==> src/rtl/clock_set_ctrl_if.sv <==
// Key levels into the set-mode controller and its mode/command/blink outputs.
// master drives the keys (debounce side); slave is the controller.
interface clock_set_ctrl_if;
  logic [4:1] key_val;
  logic [1:0] mode;
  logic       run_en;
  logic       inc_pulse;
  logic       dec_pulse;
  logic       blink;

  modport master (output key_val, input mode, run_en, inc_pulse, dec_pulse, blink);
  modport slave  (input key_val, output mode, run_en, inc_pulse, dec_pulse, blink);
endinterface

==> src/rtl/clock_set_ctrl.sv <==
// Set-mode controller: RUN/SET_HOUR/SET_MIN/SET_SEC from key presses, inc/dec pulses with hold-to-repeat,
// run gating and blink. All outputs registered, 1 cycle after the sampled press; no backpressure.
module clock_set_ctrl #(
  parameter int REPEAT_DELAY = 25000000,
  parameter int REPEAT_RATE  = 5000000,
  parameter int TIMEOUT      = 500000000,
  parameter int BLINK_HALF   = 12500000
) (
  input logic             Clk_50MHz,
  input logic             Reset_N,
  clock_set_ctrl_if.slave bus
);

  localparam int RW = $clog2(REPEAT_DELAY);
  localparam int IW = $clog2(TIMEOUT);
  localparam int BW = $clog2(BLINK_HALF);

  typedef enum logic [1:0] {
    RUN      = 2'd0,
    SET_HOUR = 2'd1,
    SET_MIN  = 2'd2,
    SET_SEC  = 2'd3
  } state_t;

  state_t        state_q, nxt_state;
  logic [4:1]    k_q, press;
  logic          run_en_q, inc_q, dec_q, blink_q;
  logic [RW-1:0] rep_cnt_q;
  logic          rep_act_q, rep_up_q, rep_dly_q;
  logic [IW-1:0] idle_q;
  logic [BW-1:0] blink_cnt_q;
  logic          in_set, up_low, dn_low, exit_go, mode_go, timeout_go, keys_ok;
  logic          up_go, dn_go, rep_keep, rep_fire, pulse;

  always_comb begin
    press      = k_q & ~bus.key_val;
    up_low     = ~bus.key_val[2];
    dn_low     = ~bus.key_val[3];
    in_set     = (state_q != RUN);
    exit_go    = in_set && press[4];
    mode_go    = !exit_go && press[1];
    timeout_go = in_set && (press == 4'b0) && (idle_q == IW'(TIMEOUT - 1));
    nxt_state  = state_q;
    if (exit_go || timeout_go)
      nxt_state = RUN;
    else if (mode_go)
      nxt_state = state_t'(state_q + 2'd1);
    // UP/DOWN only act when nothing of higher priority moved the state this cycle
    keys_ok  = in_set && (nxt_state == state_q);
    up_go    = keys_ok && press[2] && !dn_low;
    dn_go    = keys_ok && press[3] && !up_low;
    rep_keep = keys_ok && rep_act_q &&
               (rep_up_q ? (up_low && !dn_low) : (dn_low && !up_low));
    rep_fire = rep_keep &&
               (rep_cnt_q == (rep_dly_q ? RW'(REPEAT_DELAY - 1) : RW'(REPEAT_RATE - 1)));
    pulse    = up_go || dn_go || rep_fire;
  end

  always_ff @(posedge Clk_50MHz or negedge Reset_N) begin
    if (!Reset_N) begin
      state_q     <= RUN;
      run_en_q    <= 1'b1;
      inc_q       <= 1'b0;
      dec_q       <= 1'b0;
      blink_q     <= 1'b0;
      k_q         <= 4'hF;
      rep_cnt_q   <= '0;
      rep_act_q   <= 1'b0;
      rep_up_q    <= 1'b0;
      rep_dly_q   <= 1'b0;
      idle_q      <= '0;
      blink_cnt_q <= '0;
    end else begin
      k_q      <= bus.key_val;
      state_q  <= nxt_state;
      run_en_q <= (nxt_state == RUN);
      inc_q    <= up_go || (rep_fire && rep_up_q);
      dec_q    <= dn_go || (rep_fire && !rep_up_q);

      // Repeat only ever arms on a fresh press, so a key carried across a state change stays quiet
      if (up_go || dn_go) begin
        rep_act_q <= 1'b1;
        rep_up_q  <= up_go;
        rep_dly_q <= 1'b1;
        rep_cnt_q <= '0;
      end else if (rep_fire) begin
        rep_dly_q <= 1'b0;
        rep_cnt_q <= '0;
      end else if (rep_keep) begin
        if (rep_cnt_q != RW'(REPEAT_DELAY - 1))
          rep_cnt_q <= rep_cnt_q + RW'(1);
      end else begin
        rep_act_q <= 1'b0;
        rep_cnt_q <= '0;
      end

      if (!in_set || press != 4'b0 || pulse || nxt_state != state_q)
        idle_q <= '0;
      else if (idle_q != IW'(TIMEOUT - 1))
        idle_q <= idle_q + IW'(1);

      // Restart blink lit on every edit or entry so the new value is visible at once
      if (nxt_state == RUN) begin
        blink_q     <= 1'b0;
        blink_cnt_q <= '0;
      end else if (nxt_state != state_q || pulse) begin
        blink_q     <= 1'b1;
        blink_cnt_q <= '0;
      end else if (blink_cnt_q == BW'(BLINK_HALF - 1)) begin
        blink_q     <= ~blink_q;
        blink_cnt_q <= '0;
      end else begin
        blink_cnt_q <= blink_cnt_q + BW'(1);
      end
    end
  end

  assign bus.mode      = state_q;
  assign bus.run_en    = run_en_q;
  assign bus.inc_pulse = inc_q;
  assign bus.dec_pulse = dec_q;
  assign bus.blink     = blink_q;

endmodule

==> src/flat_wrapper.sv <==
// flat-port wrapper written by rule: the top's interface ports become plain ports
module clock_set_ctrl_flat 
#(
  parameter int REPEAT_DELAY = 25000000,
  parameter int REPEAT_RATE  = 5000000,
  parameter int TIMEOUT      = 500000000,
  parameter int BLINK_HALF   = 12500000
)
  (Clk_50MHz, Reset_N, bus_key_val, bus_mode, bus_run_en, bus_inc_pulse, bus_dec_pulse, bus_blink);
  clock_set_ctrl_if bus_i ();
  input logic Clk_50MHz;
  input logic Reset_N;
  input wire logic [$bits(bus_i.key_val)-1:0] bus_key_val;
  output wire logic [$bits(bus_i.mode)-1:0] bus_mode;
  output wire logic [$bits(bus_i.run_en)-1:0] bus_run_en;
  output wire logic [$bits(bus_i.inc_pulse)-1:0] bus_inc_pulse;
  output wire logic [$bits(bus_i.dec_pulse)-1:0] bus_dec_pulse;
  output wire logic [$bits(bus_i.blink)-1:0] bus_blink;
  assign bus_i.key_val = bus_key_val;
  assign bus_mode = bus_i.mode;
  assign bus_run_en = bus_i.run_en;
  assign bus_inc_pulse = bus_i.inc_pulse;
  assign bus_dec_pulse = bus_i.dec_pulse;
  assign bus_blink = bus_i.blink;
  clock_set_ctrl #(.REPEAT_DELAY(REPEAT_DELAY), .REPEAT_RATE(REPEAT_RATE), .TIMEOUT(TIMEOUT), .BLINK_HALF(BLINK_HALF)) u_core (.Clk_50MHz(Clk_50MHz), .Reset_N(Reset_N), .bus(bus_i));
endmodule
==> config.mk <==
export PLATFORM = sky130hd
export DESIGN_NAME = clock_set_ctrl_flat
export DESIGN_NICKNAME = d
export VERILOG_FILES = /design/src/rtl/clock_set_ctrl_if.sv /design/src/rtl/clock_set_ctrl.sv /design/src/flat_wrapper.sv
export SDC_FILE = /design/constraint.sdc
export NUM_CORES = 1
export LEC_CHECK = 0
export CAP_MARGIN = 40
export CORE_MARGIN = 1.5
export CORE_UTILIZATION = 58
export DETAILED_ROUTE_END_ITERATION = 6
export GPL_ROUTABILITY_DRIVEN = 0
export HOLD_SLACK_MARGIN = 0.06
export MAX_ROUTING_LAYER = met4
export PLACE_DENSITY = 0.75
export REMOVE_ABC_BUFFERS = 1
export SLEW_MARGIN = 25
export SYNTH_ARGS = -nofsm -noshare
export SYNTH_HDL_FRONTEND = slang
export SYNTH_SLANG_ARGS = --single-unit
==> constraint.sdc <==
create_clock -name Clk_50MHz -period 3.6 [get_ports Clk_50MHz]
set_input_delay 0.54 -clock Clk_50MHz [delete_from_list [all_inputs] [get_ports Clk_50MHz]]
set_output_delay 0.54 -clock Clk_50MHz [all_outputs]
set_load 0.02 [all_outputs]
### Word level (Yosys, flattened, before mapping)

Cells that the tools add are included.

* register bits after elaboration: 91
* latch bits: 0
* memory bits (writable): 0
* ROM bits: 0
* input port bits: 6
* logic and storage cells: 88
* memories: 0

* add/subtract/negate cells: 4
* multipliers: 0
* divide/modulo/power cells: 0
* $lt $le $gt $ge: 0
* equal/unequal tests: 10
* shift-type cells: 0
* mux-type cells: 21
* bitwise gates (word level): 5
* reductions and logical operators: 36

Operators with widths (count)
* two-way mux 25 bit: 5
* two-way mux 24 bit: 3
* two-way mux 29 bit: 2
* adder 29 x 1 -> 29 bit, second input constant: 1
* equality test 29 bit, second input constant: 1
* != test 29 bit, second input constant: 1
* adder 25 x 1 -> 25 bit, second input constant: 1
* equality test 25 bit: 1
* != test 25 bit, second input constant: 1
* adder 24 x 1 -> 24 bit, second input constant: 1
* equality test 24 bit, second input constant: 1
* logical AND 1 bit: 16
* logical OR 1 bit: 9
* two-way mux 1 bit: 9
* nonzero test 2 bit: 3
* AND 4 bit: 1
* logical NOT 4 bit: 1
* two-way mux 2 bit: 2
* != test 2 bit, second input constant: 2
* != test 4 bit, second input constant: 1
* NOT 4 bit: 1
* nonzero test 4 bit: 1
* logical NOT 1 bit: 3
* NOT 1 bit: 3
* 6 further kinds: 6

### Logic depth before layout (Yosys ltp)

* depth in word-level cells: 16
* mapped depth: 10
* depth with buffers taken out: 8

### Least setup slack after synthesis

Ideal clock, no wire load.

* path type: flip-flop to flip-flop
* start point: register u_core.state_q[0], in the netlist u_core.bus.mode[0]
* end point: register u_core.rep_cnt_q[7]
* arrival: 2.409 ns
* required time: 3.528 ns
* slack: 1.119 ns
* cell stages (with the launch flop): 10
* path buffers: 1
* clock period less this slack: 2.481 ns
* path through: dfrtp_1 -> inv_1 -> ha_1 -> nor3b_2 -> mux2_2 -> and2b_1 -> o31ai_4 -> or4b_2 -> buf_4 -> nor2_1

* longest elaborated chain between the ends: 13

Ends and longest elaborated chain
* start, declared: line clock_set_ctrl.sv:25 `state_t state_q, nxt_state;`
* start signal, assigned: line clock_set_ctrl.sv:75 `state_q <= nxt_state;`
* nonzero test 2 bit: line clock_set_ctrl.sv:39 `in_set = (state_q != RUN);`
* logical AND 1 bit: line clock_set_ctrl.sv:40 `exit_go = in_set && press[4];`
* logical NOT 1 bit: line clock_set_ctrl.sv:41 `mode_go = !exit_go && press[1];`
* logical AND 1 bit: line clock_set_ctrl.sv:41
* two-way mux 2 bit: line clock_set_ctrl.sv:46 `else if (mode_go)`
* two-way mux 2 bit: line clock_set_ctrl.sv:44 `if (exit_go || timeout_go)`
* equality test 2 bit: line clock_set_ctrl.sv:49 `keys_ok = in_set && (nxt_state == state_q);`
* logical AND 1 bit *: line clock_set_ctrl.sv:49
* logical AND 1 bit (2 in a row): line clock_set_ctrl.sv:52 `rep_keep = keys_ok && rep_act_q &&`
* two-way mux 25 bit / logical AND 1 bit (equally long branches): line clock_set_ctrl.sv:89, clock_set_ctrl.sv:54
* two-way mux 25 bit: line clock_set_ctrl.sv:86 `end else if (rep_fire) begin`
* two-way mux 25 bit: line clock_set_ctrl.sv:81 `if (up_go || dn_go) begin`
* end signal, assigned: line clock_set_ctrl.sv:91 `rep_cnt_q <= rep_cnt_q + RW'(1);`
* end, declared: line clock_set_ctrl.sv:28 `logic [RW-1:0] rep_cnt_q;`

Every way passes the cells marked *; elsewhere a longest branch is shown, timed or not.
A chain may end at the register's enable or synchronous reset.

### Worst setup path in the final report

* start point: input bus_key_val[1]
* end point: register u_core.blink_cnt_q[14]

* longest elaborated chain between the ends: 16

Ends and longest elaborated chain
* start, declared: line flat_wrapper.sv:13 `input wire logic [$bits(bus_i.key_val)-1:0] bus_key_val;`
* NOT 4 bit: line clock_set_ctrl.sv:36 `press = k_q & ~bus.key_val;`
* AND 4 bit: line clock_set_ctrl.sv:36
* logical NOT 4 bit: line clock_set_ctrl.sv:42 `timeout_go = in_set && (press == 4'b0) && (idle_q == IW'(TIMEOUT - 1));`
* logical AND 1 bit (2 in a row): line clock_set_ctrl.sv:42
* logical OR 1 bit: line clock_set_ctrl.sv:44
* two-way mux 2 bit: line clock_set_ctrl.sv:44
* equality test 2 bit: line clock_set_ctrl.sv:49
* logical AND 1 bit: line clock_set_ctrl.sv:49
* logical AND 1 bit (on tied branches) (2 in a row): line clock_set_ctrl.sv:50, clock_set_ctrl.sv:51, clock_set_ctrl.sv:52
* logical OR 1 bit / logical AND 1 bit (equally long branches): line clock_set_ctrl.sv:56, clock_set_ctrl.sv:54
* logical OR 1 bit: line clock_set_ctrl.sv:56 `pulse = up_go || dn_go || rep_fire;`
* logical OR 1 bit: line clock_set_ctrl.sv:106 `end else if (nxt_state != state_q || pulse) begin`
* two-way mux 24 bit: line clock_set_ctrl.sv:106
* two-way mux 24 bit *: line clock_set_ctrl.sv:103 `if (nxt_state == RUN) begin`
* end signal, assigned: line clock_set_ctrl.sv:113 `blink_cnt_q <= blink_cnt_q + BW'(1);`
* end, declared: line clock_set_ctrl.sv:31 `logic [BW-1:0] blink_cnt_q;`

Marks and branches as above.

==> results_dict.tcl <==
set metrics [dict create \
    skew_ns 0.0105 \
    placed_area_um2 4880 \
    clk_pin_slew_ns 0.08 \
    drt_first_pass_iters 5 \
    htreeDepth 3 \
    final_area_um2 5070 \
    die_h_um 93.3 \
    tightestPinTransition_ns 0.679 \
    cts_tree "built" \
    slew_headroom_pct 54.4 \
    routed_wl_um 8780 \
    synthSimpleGateAreaFrac_pct 27.6 \
    outcome "complete, no violations" \
    wl_per_cell_um 14.3 \
    route.detailed.drc 0 \
    ant_nets 0 \
    drt_iter0_markers 190 \
    synth_area_leaders "dfrtp_1 (46%), xnor2_1 (9.1%), nor2_1 (7.2%)" \
    row_count 32 \
    tns_ns 0 \
    cp_cell_sequence "clkdlybuf4s50_1 > and3b_1 > o21ai_0 > a211o_1 > a21oi_1 > or4_1 > buf_4 > nor2_1" \
    ir_drop_mv 0.208 \
    synth_top_area_cell "dfrtp_1" \
    synth_flop_cell "dfrtp_1" \
    antennaDiodeCount 0 \
    clockBufferDepth 2 \
    synthXorXnorAreaFrac_pct 13.7 \
    core_area_um2 7810 \
    fin_crit_ns 2.71 \
    synthMuxAreaShare_pct 0.238 \
    clock_latency_ns 0.36 \
    final_util_pct 64.9 \
    vias 3461 \
    setup_violations 0 \
    grt_setup_unrepaired "false" \
    worst_path_dominant_cell_family "simple AND/OR/NAND/NOR gates" \
    syn_area_per_cell_um2 9.45 \
    synth_cells 500 \
    synth_compound_area_share_pct 5.80 \
    max_stage_delay_ns 0.59 \
    die_x_um 93.3 \
    startpoint_type "input port" \
    crit_fanout 24 \
    cts_buffers 9 \
    die_area_um2 8700 \
    cts_resized 0 \
    clock-sinks 91 \
    dp.cells 600 \
    grt_max_degree 42 \
    synth-edff-count 0 \
    critPathKind "in2reg" \
    fin_cells 616 \
    yosys_warnings 0 \
    post-route-period-util_pct 75.3 \
    grt_overflow 0 \
    crit_arrival_ns 3.00 \
    synth_area_um2 4730 \
    grtUsageTotal_pct 23.4 \
    ios 12 \
    synth_top_family_by_area "simple AND/OR/NAND/NOR gates" \
    cap_violations 0 \
    io_buffers 11 \
    leakage_nw 1.94 \
    area_growth_pct 7.25 \
    synth_fa_ha_area_share_pct 1.06 \
    worstPathRequired_ns 3.89 \
    slew_viol_final 0 \
    hold_violations 0 \
    worst_path_max_delay_cell "clkdlybuf4s50_1" \
    fmax_mhz 369 \
    synth.ff_latch_count 91 \
    ys_seq_area_share_pct 48.3 \
    cts_setup_buffers 0 \
    synth_cell_types 53 \
    layout_commonest_cell "nor2_1" \
    r2r_slack_ns 0.89 \
    crit_buf_inv 2 \
    nets 519 \
    grt_pass1_vias 3407 \
    timing.hold.worst.class "in2async" \
    ctsHoldBuffers 0 \
    layout_common_cells "nor2_1 (91), dfrtp_1 (86), xnor2_1 (49)" \
    end_kind "flop" \
    hpwl_um 6230 \
    drive_above_1_share_pct 6.81 \
    vias_per_cell 5.62 \
    grt_pass1_wl_um 15500 \
    start_util_pct 60.5 \
    cts-root-buf "clkbuf_8" \
    synth_top_area_share_pct 45.5 \
    powerDensity_nw_per_um2 424 \
    synthArstFlopShare_pct 100 \
    antenna_found_initial 0 \
]
==> cells in the mapped netlist (2+ instances only) <==
| cell | number |
|---|---|
| clkbuf_1 | 6 |
| and4_1 | 6 |
| xor2_1 | 25 |
| and3_1 | 7 |
| nor2_1 | 91 |
| and4b_1 | 2 |
| buf_4 | 3 |
| or4b_2 | 2 |
| nand2b_1 | 3 |
| buf_6 | 3 |
| nand4_1 | 19 |
| buf_2 | 3 |
| and3b_1 | 2 |
| ha_1 | 4 |
| nor4b_1 | 2 |
| nor2b_1 | 3 |
| or3_1 | 5 |
| nor3_1 | 15 |
| dfrtp_1 | 86 |
| nand2_1 | 46 |
| xnor2_1 | 49 |
| or4_1 | 8 |
| nand3_1 | 22 |
| a21oi_1 | 16 |
| a211oi_1 | 2 |
| nor4b_2 | 2 |
| dfstp_2 | 5 |
| nor4_1 | 4 |
| o21ai_0 | 16 |
| and2_1 | 6 |
| inv_1 | 15 |
==> worst paths after layout <==
check,from,cells past startpoint,endpoint
worst max-delay path,bus_key_val[1],8,u_core.blink_cnt_q[14]
worst min-delay path,Reset_N,1,u_core.rep_cnt_q[4]
worst max register to register,u_core.idle_q[9],6,u_core.rep_cnt_q[16]
worst min register to register,u_core.blink_cnt_q[0],1,u_core.blink_cnt_q[0]
max in group asynchronous,Reset_N,2,u_core.idle_q[9]
min in group Clk_50MHz,u_core.blink_cnt_q[0],1,u_core.blink_cnt_q[0]
==> report_power, final <==
part | total [W] | leakage, nW | internal, W | switching (W)
sequential | 0.00111 | 1.24 | 0.00107 | 0.0000388
combinational | 0.000393 | 0.610 | 0.000143 | 0.000251
clock | 0.000645 | 0.0900 | 0.000309 | 0.000336
total | 0.00215 | 1.94 | 0.00152 | 0.000625
==> per-layer routing <==
layer  GRT usage [%]  vias to the layer above  share of wire (%)
met5               -                        -                  0
met2            36.4                       53                 49
li1                -                     1713                  -
met1            30.1                     1679                 46
met3            4.88                       16                3.2
met4            9.22                        0                1.4
==> stage by stage <==
stage          setup WS (ns)  total power [W]  hold WS [ns]
3_5_place_dp           0.563          0.00153         0.464
5_1_grt                0.623          0.00227        0.0786
6_report               0.889          0.00215        0.0696
2_1_floorplan           1.10          0.00137         0.244
3_3_place_gp           0.633          0.00152         0.463
4_1_cts                0.892          0.00218        0.0618
==> final cells by class <==
cell class	instances	area, um^2
clock inverters	1	7.51
clock buffers	15	176
flip-flops and latches	91	2280
multi-input cells	378	2290
fillers	654	2740
inverters	15	56.3
repair buffers	14	130
well taps	102	128
==> sequential cells by signal (all words and copies together) (netlist names) <==
name	flops
u_core.bus.run_en	1
u_core.bus.mode	2
u_core.idle_q	29
u_core.rep_cnt_q	25
u_core.bus.dec_pulse	1
u_core.bus.inc_pulse	1
u_core.bus.blink	1
u_core.blink_cnt_q	24
u_core.k_q	4
u_core.rep_up_q	1
u_core.rep_act_q	1
u_core.rep_dly_q	1
==> cells by family (layout without fill, tap and decap cells) <==
group	count (synthesis)	after routing
and+or+nand+nor	255	255
DFF	91	91
xor gates and xnor gates	74	74
AOI/OAI and AO/OA	44	44
buffers and inverters	31	45
adders and majority gates	4	4
muxes	1	1
==> worst register-to-register path: stages (launching register included) <==
cell,delay (ns)
dfrtp_1,0.44
nor4b_2,0.31
nand4_1,0.14
or4_1,0.71
o31ai_4,0.44
or3_1,0.43
nor3_1,0.12
Note: power is estimated with default switching activity, not from simulation.
